$ cat src/rtl/regbus_bridge.sv
// Host valid/ready slave driving a peripheral core's one-hot register strobes.
// Optional REGBUS_BRIDGE_IRQ_LATCH_EN: sticky interrupt pending bit at address 2**ADDR_W-1.
module regbus_bridge #(
    parameter int REGS   = 3,
    parameter int ADDR_W = 4
) (
    input  logic                   clk,
    input  logic                   reset,
    input  logic [ADDR_W-1:0]      host_addr,
    input  logic [31:0]            host_wdata,
    input  logic                   host_we,
    input  logic                   host_req,
    output logic                   host_ready,
    output logic                   host_ack,
    output logic                   host_err,
    output logic [31:0]            host_rdata,
    output logic [31:0]            core_data_in,
    input  logic [REGS-1:0][31:0]  core_data_out,
    output logic [REGS-1:0]        core_write_en,
    output logic [REGS-1:0]        core_read_en,
    input  logic                   core_irq,
    output logic                   irq_out,
    output logic [1:0]             dbg_state
);

    typedef enum logic [1:0] {
        IDLE   = 2'd0,
        ACCESS = 2'd1,
        RESP   = 2'd2
    } state_t;

    localparam logic [ADDR_W-1:0] REGS_A = ADDR_W'(REGS);

    state_t          state_q, state_d;
    logic [REGS-1:0] wr_en_q, wr_en_d;
    logic [REGS-1:0] rd_en_q, rd_en_d;
    logic [31:0]     data_in_q, data_in_d;
    logic [31:0]     rdata_q, rdata_d;
    logic            err_q, err_d;
    logic            acc_err_q, acc_err_d;
    logic [REGS-1:0] dec;
    logic            in_range;
    logic            is_irq;
    logic [31:0]     rd_mux;
    logic            irq_q;

`ifdef REGBUS_BRIDGE_IRQ_LATCH_EN
    localparam logic [ADDR_W-1:0] IRQ_ADDR = '1;
    logic irq_qq;
    logic pending_q, pending_d;
    logic irq_clr_q, irq_clr_d;
    logic irq_rd_q, irq_rd_d;
`endif

    assign dec      = REGS'(1) << host_addr;
    assign in_range = (host_addr < REGS_A);
`ifdef REGBUS_BRIDGE_IRQ_LATCH_EN
    assign is_irq   = (host_addr == IRQ_ADDR);
`else
    assign is_irq   = 1'b0;
`endif

    // Strobes are one-hot, so OR-ing the enabled words is the read mux.
    always_comb begin
        rd_mux = '0;
        for (int i = 0; i < REGS; i++) begin
            if (rd_en_q[i]) rd_mux = rd_mux | core_data_out[i];
        end
    end

    always_comb begin
        state_d   = state_q;
        wr_en_d   = '0;
        rd_en_d   = '0;
        data_in_d = data_in_q;
        rdata_d   = rdata_q;
        err_d     = err_q;
        acc_err_d = acc_err_q;
`ifdef REGBUS_BRIDGE_IRQ_LATCH_EN
        pending_d = pending_q;
        irq_clr_d = irq_clr_q;
        irq_rd_d  = irq_rd_q;
`endif
        case (state_q)
            IDLE: begin
                if (host_req) begin
                    state_d   = ACCESS;
                    acc_err_d = !in_range && !is_irq;
                    if (in_range) begin
                        if (host_we) begin
                            wr_en_d   = dec;
                            data_in_d = host_wdata;
                        end else begin
                            rd_en_d   = dec;
                        end
                    end
`ifdef REGBUS_BRIDGE_IRQ_LATCH_EN
                    irq_clr_d = is_irq && host_we && host_wdata[0];
                    irq_rd_d  = is_irq && !host_we;
`endif
                end
            end
            ACCESS: begin
                state_d = RESP;
                err_d   = acc_err_q;
                rdata_d = rd_mux;
`ifdef REGBUS_BRIDGE_IRQ_LATCH_EN
                if (irq_rd_q)  rdata_d   = {31'b0, pending_q};
                if (irq_clr_q) pending_d = 1'b0;
`endif
            end
            RESP: begin
                state_d = IDLE;
                err_d   = 1'b0;
            end
            default: state_d = IDLE;
        endcase
`ifdef REGBUS_BRIDGE_IRQ_LATCH_EN
        // A rising edge overrides a clear in the same cycle.
        if (irq_q && !irq_qq) pending_d = 1'b1;
`endif
    end

    always_ff @(posedge clk or negedge reset) begin
        if (!reset) begin
            state_q   <= IDLE;
            wr_en_q   <= '0;
            rd_en_q   <= '0;
            data_in_q <= '0;
            rdata_q   <= '0;
            err_q     <= 1'b0;
            acc_err_q <= 1'b0;
            irq_q     <= 1'b0;
        end else begin
            state_q   <= state_d;
            wr_en_q   <= wr_en_d;
            rd_en_q   <= rd_en_d;
            data_in_q <= data_in_d;
            rdata_q   <= rdata_d;
            err_q     <= err_d;
            acc_err_q <= acc_err_d;
            irq_q     <= core_irq;
        end
    end

`ifdef REGBUS_BRIDGE_IRQ_LATCH_EN
    always_ff @(posedge clk or negedge reset) begin
        if (!reset) begin
            irq_qq    <= 1'b0;
            pending_q <= 1'b0;
            irq_clr_q <= 1'b0;
            irq_rd_q  <= 1'b0;
        end else begin
            irq_qq    <= irq_q;
            pending_q <= pending_d;
            irq_clr_q <= irq_clr_d;
            irq_rd_q  <= irq_rd_d;
        end
    end
    assign irq_out = pending_q;
`else
    assign irq_out = irq_q;
`endif

    assign host_ready    = (state_q == IDLE);
    assign host_ack      = (state_q == RESP);
    assign host_err      = err_q;
    assign host_rdata    = rdata_q;
    assign core_data_in  = data_in_q;
    assign core_write_en = wr_en_q;
    assign core_read_en  = rd_en_q;
    assign dbg_state     = state_q;

endmodule

$ cat config.mk
export PLATFORM = sky130hd
export DESIGN_NAME = regbus_bridge
export DESIGN_NICKNAME = d
export VERILOG_FILES = /design/src/rtl/regbus_bridge.sv
export SDC_FILE = /design/constraint.sdc
export NUM_CORES = 1
export LEC_CHECK = 0
export ABC_CLOCK_PERIOD_IN_PS = 4900
export BUFFER_PORTS_ARGS = -buffer_cell sky130_fd_sc_hd__buf_2
export CAP_MARGIN = 10
export CORE_MARGIN = 2
export CORE_UTILIZATION = 40
export CTS_BUF_LIST = sky130_fd_sc_hd__clkbuf_16
export DETAILED_ROUTE_END_ITERATION = 6
export HOLD_SLACK_MARGIN = 0.06
export PLACE_DENSITY = 0.77
export SETUP_SLACK_MARGIN = 0.15
export SLEW_MARGIN = 10
export SYNTH_ARGS = -nofsm -noshare
export SYNTH_HDL_FRONTEND = slang
export SYNTH_SLANG_ARGS = --single-unit
$ cat constraint.sdc
create_clock -name clk -period 4.9 [get_ports clk]
set_input_delay 1.225 -clock clk [delete_from_list [all_inputs] [get_ports clk]]
set_output_delay 1.225 -clock clk [all_outputs]
set_load 0.02 [all_outputs]
==> results of run 1 <==
## state kept, by name, summed over array words and instances, names as in the netlist
register and count:
core_data_in 32, host_rdata 32, core_read_en 3, core_write_en 3, dbg_state 2, acc_err_q 1
host_err 1, irq_out 1
## power groups by stage
stage,clock (mW),combinational (mW),sequential [mW]
finish,0.638,1.22,1.06
global route,0.677,1.33,1.10
CTS,0.653,1.24,1.06
detailed placement,0,1.25,1.06
global placement,0,1.21,1.06
floorplan,0,0.459,1.39
## Yosys cell counts (all sizes together)
cell | n | share of area (%)
mux2 | 32 | 15
dfrtp | 75 | 58
and4bb | 1 | 0.50
nand2 | 2 | 0.23
a21oi | 34 | 5.3
nand3 | 1 | 0.54
nor3 | 2 | 0.31
buf | 5 | 1.3
nor2 | 36 | 4.2
o21ai | 2 | 0.31
nor3b | 1 | 0.23
and4b | 1 | 0.31
nand2b | 2 | 0.39
inv | 4 | 0.46
o31ai | 1 | 0.23
clkbuf | 14 | 1.6
a222oi | 32 | 9.9
ha | 4 | 1.5
nand3b | 1 | 0.23
## cell families after synthesis
family,count (synthesis),synth area share (%)
buf+inv,23,3.359
mux,32,14.59
fa+ha+maj,4,1.544
flops,75,57.92
compound gates,69,15.68
simple gates,47,6.912
## metrics by stage
stage | hold WS, ns | worst slack (ns)
final | 0.5089 | 1.943
after global routing | 0.5269 | 1.839
after CTS | 0.5096 | 1.944
after detailed placement | 0.4897 | 2.114
after global placement | 0.4874 | 2.141
after floorplan | 0.4820 | 2.641
## worst min path at each step
| stage | start | endpoint | slack (ns) |
|---|---|---|---|
| floorplan | acc_err_q | host_err | 0.48 |
| global placement | core_data_in[4] | core_data_in[4] | 0.49 |
| detailed placement | core_data_in[9] | core_data_in[9] | 0.49 |
| CTS | core_data_in[15] | core_data_in[15] | 0.51 |
| global route | core_data_in[25] | core_data_in[25] | 0.53 |
| finish | core_data_in[15] | core_data_in[15] | 0.51 |
## layer usage
| layer | wire [um] | vias up | track usage [%] |
|---|---|---|---|
| li1 | - | 1359 | - |
| met1 | 3522 | 1310 | 23.79 |
| met2 | 4199 | 160 | 32.14 |
| met5 | 0 | - | 0 |
| met4 | 100 | 0 | 7.971 |
| met3 | 882 | 7 | 4.815 |
## final cells by class
type	count	area, um2
tap	102	127.6
multi-input combinational	152	1257
clock buffer	9	225.2
clock inverter	7	66.31
sequential	75	1877
fill	665	3176
timing repair buffer	212	1064
inverter	4	15.01
==> summary.txt, run 1 <==
CLOCKING
----------------------------------------------------------------------------------------
Sink count of the clock tree                                                          75
Clock tree buffer depth                                                                2
Buffers inserted during post-CTS setup optimization                                    0
Post-CTS Hold Fix Bufs                                                                 0
CTS H-tree depth                                                                       3
Post_cts resized                                                                       0
CTS tree                                                                           built
Clock root buffer                                                           sky130_fd_sc_hd__clkbuf_16
Insertion delay to the later sink of the worst-skew pair                         0.32 ns
Clock slew seen by the registers of the worst setup and hold paths               0.06 ns
TritonCTS buffer count                                                                 9

SETUP PATH
----------------------------------------------------------------------------------------
Startpoint of the worst-slack reg-to-reg timing path                        dbg_state[1]
Data arrival time at the worst-slack endpoint                                    1.73 ns
Crit Reg-Reg Endpoint                                                       core_data_in[2]
Required time of the worst setup path                                            3.67 ns
Cells on worst reg2reg path                                                            5
Critical path launch point                                                  core_read_en[2]
Maximum cell stage delay along the critical path                                 1.09 ns
Largest fanout on the critical path                                                   33
Worst path cell trace                                                              buf_2
Worst path depth                                                                       1
Critical-path cell with the highest stage delay                             sky130_fd_sc_hd__dfrtp_1
CP startpoint kind                                                             flip-flop
Slack of the worst reg-to-reg path                                               2.76 ns
Kind of end point of the critical path                                       output port
Combined buffer and inverter count along the critical path                             1
Top cell family by delay on the critical path                                 flip-flops
Crit path capture                                                           core_read_en[2]
Kind of critical path                                                       flip-flop to output port

TIMING
----------------------------------------------------------------------------------------
Actual transition at the worst max-transition pin                               1.126 ns
Relative slew slack                                                               24.95%
Portion of the clock cycle consumed by the worst path in the final layout         60.35%
Final setup TNS                                                                     0 ns
Final Hold Fails                                                                       0
Clock tree skew after final layout                                           0.007138 ns
Max frequency                                                                  338.2 MHz
Setup violators final                                                                  0
Tmin final                                                                      2.957 ns
Final Slew Violations                                                                  0
Unrepaired setup endpoints after global routing                                       no

POWER AND IR DROP
----------------------------------------------------------------------------------------
Fraction of power consumed by the clock network                                    21.8%
Leakage power of the design                                                     2.478 nW
Switching power                                                                 1.128 mW
Cell-internal power                                                             1.794 mW
Part of the power in registers                                                     36.3%
Switching power share of the total                                                38.61%
Total power                                                                     2.922 mW
Pwr dens                                                                    630.9 nW/um2
Combinational share of power                                                       41.9%
Highest ir drop seen on vdd                                                     385.5 uV

FLOORPLANNING
----------------------------------------------------------------------------------------
Core area                                                                       7807 um2
Number of core rows                                                                   32
Die width                                                                       94.01 um
Vertical die dimension                                                          94.01 um
I/O pins                                                                             213
Area enclosed by the die boundary                                               8838 um2
Initial core utilization                                                          41.51%

LOGIC SYNTHESIS
----------------------------------------------------------------------------------------
Seq/Total Area, Yosys                                                             57.92%
Count of distinct cell types in the synthesized netlist                               21
Synthesis Warnings                                                                     0
Average footprint of a synthesized cell                                        12.96 um2
Mapped Cells                                                                         250
Seq cells post-synth                                                                  75
Mapped Nets                                                                          391
Post-Synthesis Cell Area                                                        3241 um2

ROUTING
----------------------------------------------------------------------------------------
Iteration-0 DRC count of the detailed router                                         167
Routed vias/inst                                                                   5.055
Number of vias after detailed routing                                               2836
Detailed-router iteration count before antenna repair                                  6
Wire length after detailed routing                                               8705 um
Average routed wire per standard cell                                           15.52 um
# DRC                                                                                  0
Final ANT Viol Nets                                                                    0

FINISH
----------------------------------------------------------------------------------------
Share of post-route cells with drive strength above 1                             57.08%
Core occupancy in the finished layout                                             59.33%
Layout overhead on the synthesized area                                           42.93%
Most frequent standard cell in the layout excluding fill and tap cells      sky130_fd_sc_hd__buf_2
Final net count                                                                      595
Highest-count cells in the layout ignoring fill and taps                    211 x sky130_fd_sc_hd__buf_2, 75 x sky130_fd_sc_hd__dfrtp_1, 36 x sky130_fd_sc_hd__nor2_1, 34 x sky130_fd_sc_hd__a21oi_1, 32 x sky130_fd_sc_hd__a222oi_1
Count of inserted antenna diode cells                                                  0
Post-route design area                                                          4632 um2
Final Instance Count excl. Fillers                                                   561

FLOW RUN
----------------------------------------------------------------------------------------
Max-capacitance violation count                                                        0

MIN PATH
----------------------------------------------------------------------------------------
Worst min path class                                                        flip-flop to flip-flop
Number of cells traversed by the worst hold path                                       1

PLACEMENT
----------------------------------------------------------------------------------------
Hpwl dp                                                                          6317 um
Placer congestion estimate                                                        0.7851
Placed Cells incl. Taps                                                              545
Number of I/O port buffers                                                           212
Placed cell areas                                                               4340 um2

GRT
----------------------------------------------------------------------------------------
Antenna violations before repair                                                       0
Vias in the first global route                                                      2701
Total global-route track usage                                                    19.24%
Global-route wire length before repair                                          12970 um
Largest net degree at the start of global routing                                     76
Aggregate global routing overflow                                                      0

OUTCOME
----------------------------------------------------------------------------------------
Result of the run                                                           finished, final reports clean

Note: power is estimated with default switching activity, not from simulation.
==> inputs of run 2 (changes only) <==
--- a/config.mk
+++ b/config.mk
@@ -5,15 +5,15 @@
 export SDC_FILE = /design/constraint.sdc
 export NUM_CORES = 1
 export LEC_CHECK = 0
-export ABC_CLOCK_PERIOD_IN_PS = 4900
+export ABC_CLOCK_PERIOD_IN_PS = 2400
 export BUFFER_PORTS_ARGS = -buffer_cell sky130_fd_sc_hd__buf_2
 export CAP_MARGIN = 10
 export CORE_MARGIN = 2
-export CORE_UTILIZATION = 40
+export CORE_UTILIZATION = 38
 export CTS_BUF_LIST = sky130_fd_sc_hd__clkbuf_16
 export DETAILED_ROUTE_END_ITERATION = 6
 export HOLD_SLACK_MARGIN = 0.06
-export PLACE_DENSITY = 0.77
+export PLACE_DENSITY = 0.76
 export SETUP_SLACK_MARGIN = 0.15
 export SLEW_MARGIN = 10
 export SYNTH_ARGS = -nofsm -noshare
==> constraint.sdc (replaced) <==
create_clock -name clk -period 2.4 [get_ports clk]
set_input_delay 0.6 -clock clk [delete_from_list [all_inputs] [get_ports clk]]
set_output_delay 0.6 -clock clk [all_outputs]
set_load 0.02 [all_outputs]
==> summary.txt, run 2 (synthesis gave the netlist of run 1 again) <==
FLOORPLANNING
----------------------------------------------------------------------------------------
Number of core rows                                                                   33   +3.1%
I/O pins                                                                             213   unchanged
Die width                                                                       96.35 um   +2.5%
Core area                                                                       8258 um2   +5.8%
Area enclosed by the die boundary                                               9282 um2   +5.0%
Vertical die dimension                                                          96.35 um   +2.5%
Initial core utilization                                                          39.24%   -2.3 points

CLOCKING
----------------------------------------------------------------------------------------
Insertion delay to the later sink of the worst-skew pair                         0.32 ns   about the same
Sink count of the clock tree                                                          75   unchanged
CTS H-tree depth                                                                       3   unchanged
CTS tree                                                                           built
Clock tree buffer depth                                                                2   unchanged
Clock slew seen by the registers of the worst setup and hold paths               0.06 ns   about the same
TritonCTS buffer count                                                                 9   unchanged
Clock root buffer                                                           sky130_fd_sc_hd__clkbuf_16

POWER AND IR DROP
----------------------------------------------------------------------------------------
Part of the power in registers                                                     35.5%   -0.8 points
Switching power share of the total                                                37.88%   -0.73 points
Leakage power of the design                                                     2.533 nW   +2.2%
Pwr dens                                                                     1280 nW/um2   +100%
Cell-internal power                                                             3.772 mW   +110%
Highest ir drop seen on vdd                                                     848.5 uV   +120%
Switching power                                                                 2.300 mW   +100%
Combinational share of power                                                       41.2%   -0.7 points
Fraction of power consumed by the clock network                                    23.3%   +1.5 points

SETUP PATH
----------------------------------------------------------------------------------------
Required time of the worst setup path                                            2.60 ns   -1.07 ns
Data arrival time at the worst-slack endpoint                                    2.24 ns   +0.51 ns
CP startpoint kind                                                             flip-flop
Largest fanout on the critical path                                                   17   -48%
Cells on worst reg2reg path                                                            6   +1
Kind of critical path                                                       flip-flop to flip-flop
Crit Reg-Reg Endpoint                                                       core_data_in[8]
Slack of the worst reg-to-reg path                                               0.36 ns   -2.40 ns
Kind of end point of the critical path                                         flip-flop
Startpoint of the worst-slack reg-to-reg timing path                        dbg_state[1]

ROUTING
----------------------------------------------------------------------------------------
Iteration-0 DRC count of the detailed router                                         242   +45%
Average routed wire per standard cell                                           15.11 um   -2.7%
Final ANT Viol Nets                                                                    0   unchanged
Routed vias/inst                                                                   5.049   -0.12%
Wire length after detailed routing                                               8625 um   -0.92%
Detailed-router iteration count before antenna repair                                  6   unchanged
Number of vias after detailed routing                                               2883   +1.7%
# DRC                                                                                  0   unchanged

TIMING
----------------------------------------------------------------------------------------
Hold Worst Slack                                                               0.2229 ns   -0.2860 ns
Crit path setup slack, layout                                                  0.3620 ns   -1.581 ns
Final setup TNS                                                                     0 ns   unchanged
Clock tree skew after final layout                                           0.007774 ns   +0.0006361 ns
Final Hold Fails                                                                       0   unchanged
Tmin final                                                                      2.038 ns
Unrepaired setup endpoints after global routing                                       no
Portion of the clock cycle consumed by the worst path in the final layout         84.92%
Relative slew slack                                                               59.58%   +35 points
Final Slew Violations                                                                  0   unchanged
Max frequency                                                                  490.7 MHz
Setup violators final                                                                  0   unchanged
Actual transition at the worst max-transition pin                              0.6063 ns   -0.5194 ns

GRT
----------------------------------------------------------------------------------------
Total global-route track usage                                                    17.63%   -1.6 points
Largest net degree at the start of global routing                                     65   -14%
Vias in the first global route                                                      2718   +0.63%
Global-route wire length before repair                                          12530 um   -3.4%
Antenna violations before repair                                                       0   unchanged
Aggregate global routing overflow                                                      0   unchanged

FINISH
----------------------------------------------------------------------------------------
Count of inserted antenna diode cells                                                  0   unchanged
Most frequent standard cell in the layout excluding fill and tap cells      sky130_fd_sc_hd__buf_2
Highest-count cells in the layout ignoring fill and taps                    211 x sky130_fd_sc_hd__buf_2, 74 x sky130_fd_sc_hd__dfrtp_1, 36 x sky130_fd_sc_hd__nor2_1, 34 x sky130_fd_sc_hd__a21oi_1, 32 x sky130_fd_sc_hd__a222oi_1
Final net count                                                                      602   +1.2%
Area occupied by registers                                                      1878 um2   about the same
Share of post-route cells with drive strength above 1                             57.94%   +0.86 points
Layout overhead on the synthesized area                                           46.33%
Final Instance Count excl. Fillers                                                   571   +1.8%
Number of fill cells                                                                 693   +4.2%
Area occupied by multi-input gates                                              1257 um2   unchanged

PLACEMENT
----------------------------------------------------------------------------------------
Placer congestion estimate                                                        0.8048   +2.5%
Hpwl dp                                                                          6462 um   +2.3%
Placed Cells incl. Taps                                                              555   +1.8%
Number of I/O port buffers                                                           212   unchanged
Worst slack at placement                                                       0.3231 ns   -1.791 ns

MIN PATH
----------------------------------------------------------------------------------------
Worst min path class                                                        primary input to async pin

FLOW RUN
----------------------------------------------------------------------------------------
Max-capacitance violation count                                                        0   unchanged

OUTCOME
----------------------------------------------------------------------------------------
Result of the run                                                           finished, final reports clean

[run 2: changes by cell type in the layout (fill, tap and decap cells not counted), sizes merged]
cell and change:
bufinv +1, buf +7, clkinv -2, clkinvlp +1
[run 2: stage by stage]
step           instance area, um2  total power [mW]  util, %
4_1_cts                      4741             6.143    57.41
2_1_floorplan                3241             3.773        -
3_3_place_gp                 4422             4.627    53.55
3_5_place_dp                 4422             4.692    53.55
6_report                     4742             6.072    57.42
5_1_grt                      4742             6.459    57.42
[run 2: repair_timing]
action,4_1_cts,5_1_grt
endpoints found under the setup margin,0,1
setup buffers,0,0
hold buffers,0,0
gates resized for setup,0,1
hold endpoints to repair,0,0
[run 2: layout make-up]
class / instances / area share (%)
Clock inverter: 7 / 1.979
Clock buffer: 9 / 4.749
Timing Repair Buffer: 219 / 24.06
Multi-Input combinational cell: 152 / 26.52
Sequential cell: 75 / 39.60
Tap cell: 105 / 2.770
Inverter: 4 / 0.3166
[run 2: power groups by stage]
stage                     Clock (mW)  Combinational, mW  Sequential (mW)
after floorplan                    0              0.937             2.84
after global placement             0               2.48             2.15
after detailed placement           0               2.53             2.16
after CTS                       1.45               2.54             2.15
after global routing            1.51               2.73             2.22
final                           1.42               2.50             2.15
[run 2: worst max-delay path by stage]
stage | from | end | slack, ns | depth (start not counted)
final | dbg_state[1] | core_data_in[8] | 0.36 | 6
after global routing | dbg_state[0] | core_data_in[8] | 0.22 | 6
after CTS | core_read_en[1] | core_read_en[1] | 0.24 | 1
after detailed placement | host_addr[2] | core_data_in[7] | 0.32 | 5
after global placement | host_addr[2] | core_data_in[13] | 0.37 | 5
after floorplan | dbg_state[1] | core_data_in[0] | 0.51 | 6
[run 2: per-layer routing]
layer  routed length (um)  share of wire, %  track usage (%)  up-vias
met5                    0                 0                0        -
met4                  136               1.6            6.573        0
met3                  816               9.5            4.307       13
met2                 4137                48            31.02      151
met1                 3535                41            20.77     1342
li1                     -                 -                -     1377
[run 2: worst max-delay path, cell delays in order (launching register included)]
cell,delay (ns)
sky130_fd_sc_hd__dfrtp_1,0.39
sky130_fd_sc_hd__inv_1,0.13
sky130_fd_sc_hd__ha_1,0.23
sky130_fd_sc_hd__and4bb_4,0.30
sky130_fd_sc_hd__nand3_4,0.29
sky130_fd_sc_hd__buf_12,0.28
sky130_fd_sc_hd__mux2_4,0.30
